File: src/rtl/tmds_pkg.sv
`timescale 1ns/1ps
`default_nettype none
// ============================================================================
// Module   : tmds_pkg
// Brief    : Shared TMDS control tokens, receiver FSM state type and helpers.
// Revision : 1.0 - initial release
// ============================================================================
package tmds_pkg;

  localparam logic [9:0] TOKEN_CD0 = 10'b1101010100;
  localparam logic [9:0] TOKEN_CD1 = 10'b0010101011;
  localparam logic [9:0] TOKEN_CD2 = 10'b0101010100;
  localparam logic [9:0] TOKEN_CD3 = 10'b1010101011;

  typedef enum logic [0:0] {
    SEARCH = 1'b0,
    LOCKED = 1'b1
  } state_t;

  typedef struct packed {
    logic       hit;
    logic [1:0] cd;
  } token_match_t;

  // Used by both the decoder and the encoder bench, so keep it standalone.
  function automatic logic [9:0] cd_to_token(input logic [1:0] cd);
    logic [9:0] tok;
    case (cd)
      2'b00:   tok = TOKEN_CD0;
      2'b01:   tok = TOKEN_CD1;
      2'b10:   tok = TOKEN_CD2;
      default: tok = TOKEN_CD3;
    endcase
    return tok;
  endfunction

  function automatic token_match_t match_token(input logic [9:0] word);
    token_match_t m;
    m = '0;
    for (int i = 0; i < 4; i++) begin
      if (word == cd_to_token(2'(i))) begin
        m.hit = 1'b1;
        m.cd  = 2'(i);
      end
    end
    return m;
  endfunction

  function automatic logic [15:0] sat_inc(input logic [15:0] v);
    return (v == 16'hFFFF) ? v : v + 16'd1;
  endfunction

endpackage : tmds_pkg
`default_nettype wire

File: src/rtl/tmds_word_aligner.sv
`timescale 1ns/1ps
`default_nettype none
// ============================================================================
// Module   : tmds_word_aligner
// Brief    : Holds the previous raw word and registers the 10-bit window
//            selected by the current bit-slip offset.
// Revision : 1.0 - initial release
// ============================================================================
module tmds_word_aligner (
  input  logic       clk,
  input  logic       rst,
  input  logic [9:0] tmds_in,
  input  logic [3:0] offset,
  output logic [9:0] aw
);

  logic [9:0]  prev_q;
  logic [19:0] cat;
  logic [9:0]  sel;

  // Offset k takes bits [19-k:10-k]; out-of-range offsets fall back to k=0.
  always_comb begin
    cat = {tmds_in, prev_q};
    sel = cat[19:10];
    for (int k = 1; k < 10; k++) begin
      if (offset == 4'(k)) begin
        sel = cat[(10 - k) +: 10];
      end
    end
  end

  always_ff @(posedge clk or posedge rst) begin
    if (rst) begin
      prev_q <= '0;
      aw     <= '0;
    end else begin
      prev_q <= tmds_in;
      aw     <= sel;
    end
  end

endmodule : tmds_word_aligner
`default_nettype wire

File: src/rtl/tmds_decoder.sv
`timescale 1ns/1ps
`default_nettype none
// ============================================================================
// Module   : tmds_decoder
// Brief    : TMDS channel receiver: word alignment by control-token search,
//            lock tracking and 10b->8b decode. Optional error counter of
//            lock losses enabled by TMDS_DECODER_ERRCNT_EN.
// Revision : 1.0 - initial release
// ============================================================================
module tmds_decoder
  import tmds_pkg::*;
#(
  parameter int unsigned TOKEN_RUN     = 4,
  parameter int unsigned SEARCH_CYCLES = 2048,
  parameter int unsigned LOSS_CYCLES   = 4096
) (
  input  logic        clk,
  input  logic        rst,
  input  logic [9:0]  tmds_in,
  output logic [7:0]  VD,
  output logic [1:0]  CD,
  output logic        VDE,
  output logic        locked,
  output logic [3:0]  offset
`ifdef TMDS_DECODER_ERRCNT_EN
  ,
  output logic [15:0] err_cnt
`endif
);

  localparam logic [15:0] RUN_TARGET  = 16'(TOKEN_RUN);
  localparam logic [15:0] SLIP_AT     = 16'(SEARCH_CYCLES - 1);
  localparam logic [15:0] LOSS_TARGET = 16'(LOSS_CYCLES);

  state_t       state;
  logic [15:0]  run_cnt;
  logic [15:0]  srch_cnt;
  logic [15:0]  loss_cnt;
  logic         skip;
  logic [9:0]   aw;

  token_match_t tok;
  logic         tok_hit;
  logic [15:0]  run_inc;
  logic [15:0]  loss_inc;
  logic         lock_due;
  logic         slip_due;
  logic         lose_lock;
  logic [7:0]   d_word;
  logic [7:0]   d_xor;
  logic [7:0]   vd_dec;

  tmds_word_aligner u_aligner (
    .clk     (clk),
    .rst     (rst),
    .tmds_in (tmds_in),
    .offset  (offset),
    .aw      (aw)
  );

  // The word straight after a slip was framed at the old offset; never count it.
  assign tok       = match_token(aw);
  assign tok_hit   = tok.hit & ~skip;
  assign run_inc   = sat_inc(run_cnt);
  assign loss_inc  = sat_inc(loss_cnt);
  assign lock_due  = (state == SEARCH) && tok_hit && (run_inc >= RUN_TARGET);
  assign slip_due  = (state == SEARCH) && (srch_cnt >= SLIP_AT);
  assign lose_lock = (state == LOCKED) && !tok_hit && (loss_inc >= LOSS_TARGET);

  always_comb begin
    d_word = aw[9] ? ~aw[7:0] : aw[7:0];
    d_xor  = d_word ^ {d_word[6:0], 1'b0};
    vd_dec = aw[8] ? d_xor : {~d_xor[7:1], d_xor[0]};
  end

  always_ff @(posedge clk or posedge rst) begin
    if (rst) begin
      state    <= SEARCH;
      run_cnt  <= '0;
      srch_cnt <= '0;
      loss_cnt <= '0;
      skip     <= 1'b0;
      offset   <= '0;
      locked   <= 1'b0;
      VD       <= '0;
      CD       <= '0;
      VDE      <= 1'b0;
    end else begin
      case (state)
        SEARCH: begin
          VD       <= '0;
          CD       <= '0;
          VDE      <= 1'b0;
          loss_cnt <= '0;
          skip     <= 1'b0;
          // Lock takes priority over a slip due on the same edge.
          if (lock_due) begin
            state    <= LOCKED;
            locked   <= 1'b1;
            run_cnt  <= '0;
            srch_cnt <= '0;
          end else if (slip_due) begin
            offset   <= (offset == 4'd9) ? 4'd0 : offset + 4'd1;
            srch_cnt <= '0;
            run_cnt  <= '0;
            skip     <= 1'b1;
          end else begin
            srch_cnt <= sat_inc(srch_cnt);
            run_cnt  <= tok_hit ? run_inc : 16'd0;
          end
        end

        LOCKED: begin
          skip <= 1'b0;
          if (tok_hit) begin
            VD       <= '0;
            CD       <= tok.cd;
            VDE      <= 1'b0;
            loss_cnt <= '0;
          end else begin
            VD  <= vd_dec;
            VDE <= 1'b1;
            if (lose_lock) begin
              // Offset is kept so the last good alignment is retried first.
              state    <= SEARCH;
              locked   <= 1'b0;
              loss_cnt <= '0;
              run_cnt  <= '0;
              srch_cnt <= '0;
            end else begin
              loss_cnt <= loss_inc;
            end
          end
        end

        default: begin
          state  <= SEARCH;
          locked <= 1'b0;
        end
      endcase
    end
  end

`ifdef TMDS_DECODER_ERRCNT_EN
  always_ff @(posedge clk or posedge rst) begin
    if (rst) begin
      err_cnt <= '0;
    end else if (lose_lock) begin
      err_cnt <= sat_inc(err_cnt);
    end
  end
`endif

endmodule : tmds_decoder
`default_nettype wire

File: config.mk
export PLATFORM = sky130hd
export DESIGN_NAME = tmds_decoder
export DESIGN_NICKNAME = d
export VERILOG_FILES = /design/src/rtl/tmds_pkg.sv /design/src/rtl/tmds_word_aligner.sv /design/src/rtl/tmds_decoder.sv
export SDC_FILE = /design/constraint.sdc
export NUM_CORES = 1
export LEC_CHECK = 0
export ABC_AREA = 1
export CAP_MARGIN = 30
export CORE_ASPECT_RATIO = 0.6
export CORE_UTILIZATION = 38
export DETAILED_ROUTE_END_ITERATION = 8
export GPL_ROUTABILITY_DRIVEN = 0
export PLACE_DENSITY_LB_ADDON = 0.3
export SYNTH_ARGS = -nofsm -noshare
export SYNTH_HDL_FRONTEND = slang
export SYNTH_HIERARCHICAL = 1
export SYNTH_SLANG_ARGS = --single-unit
File: constraint.sdc
create_clock -name clk -period 3.2 [get_ports clk]
set_input_delay 0.32 -clock clk [delete_from_list [all_inputs] [get_ports clk]]
set_output_delay 0.32 -clock clk [all_outputs]
set_load 0.05 [all_outputs]
==> reports/results.txt, run 1 <==
FFs w/ async S/R, synth - 100%
endpoints failing setup - 0
CTS Buf Count - 9
status - finished, final reports clean
Skew-Pair Late Insertion Delay - 0.34 ns
Residual DRC - 0
critical path class - flop to flop
Syn. warnings - 6
Detail Route Antenna Nets - 0
CTS tree - done
CP Capture Type - flop
crit-path max FO - 21
Worst-Margin Slew - 0.727 ns
Clock Skews - 0.00803 ns
share of layout cells above drive strength 1 - 8.62%
fillers - 1,403
Post-synth EDFFs - 0
total die area - 14,800 sq um
area grow syn2layout - 13.2%
startpoint types - flop
Post-synth top cells - 209 x nand2_1, 96 x nor2_1, 92 x inv_1
syn avg cell area - 6.94 sq um
diode count - 0
Post-Syn Instances - 785
unrepaired setup endpoints after global routing - false
fin crit share - 82.2%
arrival time at the worst endpoint - 2.86 ns
MaxCap Viol Count - 0
Core Area - 13,800 sq um
Most used DFF post-synth - dfrtp_1
fmax - 380 MHz
H-tree depth - 3
Initial Utilization - 39.4%
global-route wire length before repair - 23,100 um
Leak Pwr - 2.87 nW
Die H - 94.7 um
total power - 2.31 mW
DR pass1 iterations - 4
setup TNS - 0 ns
Worst Path Required - 3.43 ns
wire length per cell - 13.4 um
# clock sinks - 85
r2r setup slk - 0.57 ns
gr usage total - 20.1%
post-cts sizing count - 0
post-synth top area share - 39.1%
Clock Pin Slew Worst Setup and Hold Paths - 0.07 ns
min cycle time layout - 2.63 ns
cell area after synthesis - 5450 sq um
Nets - 822
top-count cell post-synth - nand2_1
register area share after synthesis - 39.1%
Yosys top cell by area - dfrtp_1
Hold Vio Cnt, Final - 0
Worst slew margin - 51.5%
# IOs - 28
Port-buffer cells - 27
cts hold-fix bufs - 0
Root Driver - clkbuf_16
Worst VDD drop - 0.239 mV
FF+latch count, synth - 85
Max Buffers Root-to-Sink - 2
via count - 4,939
total grt overflow - 0
die span in x - 157 um
Via density - 4.92
vias in the first global route - 4,410
Tightest Hold Check Type - primary input to async pin
count of cell types in the netlist - 37
Power Dens Cells - 375 nW/um^2
setup bufs post-CTS - 0
largest net degree at the start of global routing - 27
Slew Limit Fails - 0
FP Rows - 33
HPWL after DPL - 10,000 um
initial antenna violation count - 0
final wirelength - 13,400 um
ranking of synthesized cells by area - dfrtp_1 39%, nand2_1 14%, nand3_1 8.4%, nor2_1 6.6%, inv_1 6.3%
initial DRC count - 622
## cells by family after synthesis
logic type               count (synthesis)  synth area share [%]
AND/OR/NAND/NOR                        466                  38.0
buffers and inverters                  126                  9.79
flip-flops                              85                  39.1
AO/OA/AOI/OAI                           72                  7.28
XOR/XNOR                                32                  5.15
adder cells (fa/ha/maj)                  3                 0.689
other                                    1                0.0689
## per-layer routing
metal  vias up  GRT usage (%)  routed length (um)
met5         -              0                   0
met4         0           4.41                  97
met3         9           4.54                1010
met2       171           24.4                4810
met1      2233           33.6                7530
li1       2526              -                   -
## worst paths after layout
| check | startpoint | end | depth (start not counted) |
|---|---|---|---|
| max in group asynchronous | rst | loss_cnt[9]$_DFF_PP0_ | 3 |
| min in group clk | u_aligner/prev_q[1]$_DFF_PP0_ | u_aligner/aw[0]$_DFF_PP0_ | 2 |
| hold reg to reg | u_aligner/prev_q[1]$_DFF_PP0_ | u_aligner/aw[0]$_DFF_PP0_ | 2 |
| setup / recovery | run_cnt[0]$_DFFE_PP0P_ | offset[2]$_DFFE_PP0P_ | 15 |
| setup reg to reg | run_cnt[0]$_DFFE_PP0P_ | offset[2]$_DFFE_PP0P_ | 15 |
| hold / removal | rst | run_cnt[4]$_DFFE_PP0P_ | 2 |
## layout by cell type (no fill, tap or decap), types with 4 or more instances in the layout
cell type,n
nand2_1,209
nor2_1,96
nand3_1,91
inv_1,91
dfrtp_1,85
a21oi_1,33
clkdlybuf4s50_1,27
xor2_1,25
nand4_1,22
o21ai_0,21
nor2_2,18
clkbuf_16,9
nand2_2,8
inv_2,8
nor3_1,7
xnor2_1,7
o21ai_1,5
a31oi_1,5
buf_4,5
conb_1,4
## layout make-up
class | instances | area, sq um | share of cell area [%]
Timing Repair Buffer | 32 | 308 | 4.99
Tap cell | 192 | 240 | 3.90
Sequential cell | 85 | 2130 | 34.5
Clock buffer | 10 | 239 | 3.88
Clock inverter | 6 | 70.1 | 1.14
Inverter | 102 | 383 | 6.21
Multi-Input combinational cell | 577 | 2800 | 45.4
## registers in the layout, indices dropped and copies added, names as in the netlist, 2 cells and up
register          cells
CD                    2
u_aligner/prev_q      9
srch_cnt             16
u_aligner/aw         10
VD                    8
offset                4
loss_cnt             16
run_cnt              16
## metrics by stage
step	cell area (sq um)	hold slack (ns)	setup slack, ns	utilization, %	std cells
after global routing	6160	0.398	0.315	44.6	1004
after global placement	5860	0.441	0.651	42.3	988
after floorplan	5460	0.271	1.23	-	788
after detailed placement	5860	0.448	0.615	42.3	988
final	6160	0.354	0.570	44.6	1004
after CTS	6160	0.370	0.610	44.6	1004
## power by group
part           internal (mW)  leakage, nW  switching [mW]
sequential              1.09         1.12          0.0226
combinational         0.0397         1.61          0.0776
clock                  0.632        0.142           0.449
total                   1.76         2.87           0.550
## critical path, stage by stage (launching register included)
cell     delay, ns
dfrtp_1       0.44
ha_1          0.30
nand3_2       0.15
inv_2         0.05
nand2_2       0.11
inv_2         0.07
nand2_4       0.12
nand2_1       0.07
a21oi_1       0.20
nand2_1       0.08
nor2_1        0.09
nand2_1       0.09
nand2_2       0.33
nand2_1       0.23
nand2_1       0.11
nand2_1       0.05
No activity file was read; power rests on OpenSTA's default activity.
==> inputs of run 2 (changes only) <==
clock period = 2.7 ns   (was 3.2 ns; I/O delays follow)
==> reports/results.txt, run 2 (same netlist as run 1, synthesis figures left out) <==
status - finished, final reports clean (unchanged)
Tightest Hold Check Type - primary input to async pin (unchanged)
critical path class - flop to flop (unchanged)
fmax - 415 MHz (was 380 MHz)
setup bufs post-CTS - 0 (unchanged)
Worst-Margin Slew - 0.770 ns (was 0.727 ns)
worst path buffer plus inverter count - 3 (was 2)
Fin Hold WS - 0.357 ns (was 0.354 ns)
most frequent cells in the layout - 209 x nand2_1, 96 x nor2_1, 91 x nand3_1, 91 x inv_1, 85 x dfrtp_1 (unchanged)
# clock sinks - 85 (unchanged)
most common cell after layout, fill and taps aside - nand2_1 (unchanged)
P_int - 2.09 mW (was 1.76 mW)
Worst VDD drop - 0.269 mV (was 0.239 mV)
unrepaired setup endpoints after global routing - false (unchanged)
Initial Utilization - 39.4% (unchanged)
cell breakdown of the critical path - ha_1, nand3_2, inv_2, nand2_2, inv_2, nand2_4, nand3_1, nor2_1, nand2_1, nor2_1, nand2_1, nand2_2, buf_4, nand3_1, o21ai_1 (was ha_1, nand3_2, inv_2, nand2_2, inv_2, nand2_4, nand2_1, a21oi_1, nand2_1, nor2_1, nand2_1, nand2_2, nand2_1, nand2_1, nand2_1)
met1 Use GR - 33.4% (was 33.6%)
P_sw - 0.618 mW (was 0.550 mW)
Hold Vio Cnt, Final - 0 (unchanged)
fillers - 1,413 (was 1,403)
fin crit share - 89.2% (was 82.2%)
MaxCap Viol Count - 0 (unchanged)
CP peak stage delay - 0.44 ns (about the same)
H-tree depth - 3 (unchanged)
area occupied by multi-input gates - 2800 sq um (unchanged)
startpoint types - flop (unchanged)
Skew-Pair Late Insertion Delay - 0.34 ns (about the same)
Residual DRC - 0 (unchanged)
arrival time at the worst endpoint - 2.66 ns (was 2.86 ns)
GR Util met2 - 23.3% (was 24.4%)
crit-path max FO - 13 (was 21)
slowest CP cell - dfrtp_1 (unchanged)
area grow syn2layout - 13.8% (was 13.2%)
Register Area - 2130 sq um (unchanged)
Top Registers - loss_cnt (16), run_cnt (16), srch_cnt (16) (unchanged)
CTS tree - done (unchanged)
total die area - 14,800 sq um (unchanged)
# IOs - 28 (unchanged)
Max Buffers Root-to-Sink - 2 (unchanged)
total grt overflow - 0 (unchanged)
Port-buffer cells - 27 (unchanged)
Largest delay share family, worst path - simple AND/OR/NAND/NOR gates (unchanged)
initial antenna violation count - 0 (unchanged)
min cycle time layout - 2.41 ns (was 2.63 ns)
FP Rows - 33 (unchanged)
Root Driver - clkbuf_16 (unchanged)
Worst Path Required - 2.95 ns (was 3.43 ns)
share of layout cells above drive strength 1 - 8.96% (was 8.62%)
Slew Limit Fails - 0 (unchanged)
post-cts sizing count - 0 (unchanged)
wire length per cell - 12.9 um (was 13.4 um)
Power Dens Cells - 436 nW/um^2 (was 375 nW/um^2)
gr usage total - 19.4% (was 20.1%)
final wirelength - 13,000 um (was 13,400 um)
die span in x - 157 um (unchanged)
global-route wire length before repair - 22,600 um (was 23,100 um)
Comb pwr share - 5.1% (about the same)
global route hottest layer - met1 (unchanged)
Worst slew margin - 48.6% (was 51.5%)
HPWL after DPL - 9950 um (was 10,000 um)
Clock Pin Slew Worst Setup and Hold Paths - 0.07 ns (about the same)
Core Area - 13,800 sq um (unchanged)
endpoints failing setup - 0 (unchanged)
sw frac - 22.9% (was 23.8%)
CP Capture Type - flop (unchanged)
Via density - 4.86 (was 4.92)
largest net degree at the start of global routing - 44 (was 27)
Leak Pwr - 2.89 nW (was 2.87 nW)
vias in the first global route - 4,378 (was 4,410)
met3 Use GR - 3.76% (was 4.54%)
Clock Skews - 0.00964 ns (was 0.00803 ns)
cts hold-fix bufs - 0 (unchanged)
diode count - 0 (unchanged)
Die H - 94.7 um (unchanged)
Clock power frac - 46.2% (was 46.8%)
via count - 4,896 (was 4,939)
Detail Route Antenna Nets - 0 (unchanged)
CTS Buf Count - 9 (unchanged)
Nets - 825 (was 822)
Reg power frac - 48.7% (was 48.1%)
DR pass1 iterations - 5 (was 4)
initial DRC count - 548 (was 622)
setup TNS - 0 ns (unchanged)
run 2: changes by cell type in the layout (fill, tap and decap cells not counted), sizes merged:
| cell | change |
|---|---|
| clkinv | +2 |
| buf | +3 |
| clkinvlp | -2 |
run 2: final timing paths:
| path | startpoint | endpoint | slack, ns | cells after the start |
|---|---|---|---|---|
| worst max-delay path | run_cnt[0]$_DFFE_PP0P_ | srch_cnt[9]$_DFFE_PP0P_ | 0.29 | 15 |
| worst min-delay path | rst | VD[4]$_DFF_PP0_ | 0.36 | 2 |
| worst max register to register | run_cnt[0]$_DFFE_PP0P_ | srch_cnt[9]$_DFFE_PP0P_ | 0.29 | 15 |
| worst min register to register | u_aligner/prev_q[1]$_DFF_PP0_ | u_aligner/aw[0]$_DFF_PP0_ | 0.46 | 2 |
| max in group asynchronous | rst | loss_cnt[1]$_DFF_PP0_ | 1.74 | 3 |
| min in group clk | tmds_in[7] | u_aligner/prev_q[7]$_DFF_PP0_ | 0.41 | 1 |
run 2: layer usage:
| metal | part of all wire (%) | wire length, um |
|---|---|---|
| met1 | 57 | 7470 |
| met4 | 0.69 | 90 |
| met3 | 7.7 | 1000 |
| met2 | 34 | 4460 |
| met5 | 0 | 0 |
run 2: worst register-to-register path, stage by stage (launching register included):
cell and delay (ns):
dfrtp_1 0.44, ha_1 0.30, nand3_2 0.14, inv_2 0.05, nand2_2 0.11, inv_2 0.07
nand2_4 0.13, nand3_1 0.09, nor2_1 0.12, nand2_1 0.09, nor2_1 0.12, nand2_1 0.08
nand2_2 0.17, buf_4 0.25, nand3_1 0.10, o21ai_1 0.10
run 2: per-stage QoR:
step / utilization [%] / cells / setup slack (ns) / total power [mW] / instance area (sq um)
floorplan: - / 788 / 0.775 / 1.42 / 5460
global placement: 42.6 / 991 / 0.347 / 1.48 / 5890
detailed placement: 42.6 / 991 / 0.325 / 1.48 / 5890
CTS: 44.8 / 1007 / 0.311 / 2.74 / 6200
global route: 44.8 / 1007 / 0.0641 / 2.82 / 6200
finish: 44.8 / 1007 / 0.290 / 2.71 / 6200
run 2: layout make-up:
class	instances	share of cell area, %
well taps	192	3.88
repair buffers	35	5.53
multi-input cells	577	45.1
inverters	102	6.18
clock inverters	6	1.11
clock buffers	10	3.86
flip-flops and latches	85	34.3
run 2: power groups by stage:
stage                     clock [mW]  combinational, mW  sequential [mW]
after CTS                       1.28              0.140             1.32
after global placement             0              0.140             1.34
after floorplan                    0             0.0934             1.33
after global routing            1.34              0.160             1.32
after detailed placement           0              0.139             1.34
final                           1.25              0.139             1.32
==> inputs of run 3 (changes only) <==
HOLD_SLACK_MARGIN = 0.06   (was unset)
==> results of run 3 <==
Final layout, timing and power as in run 2 (identical DEF).
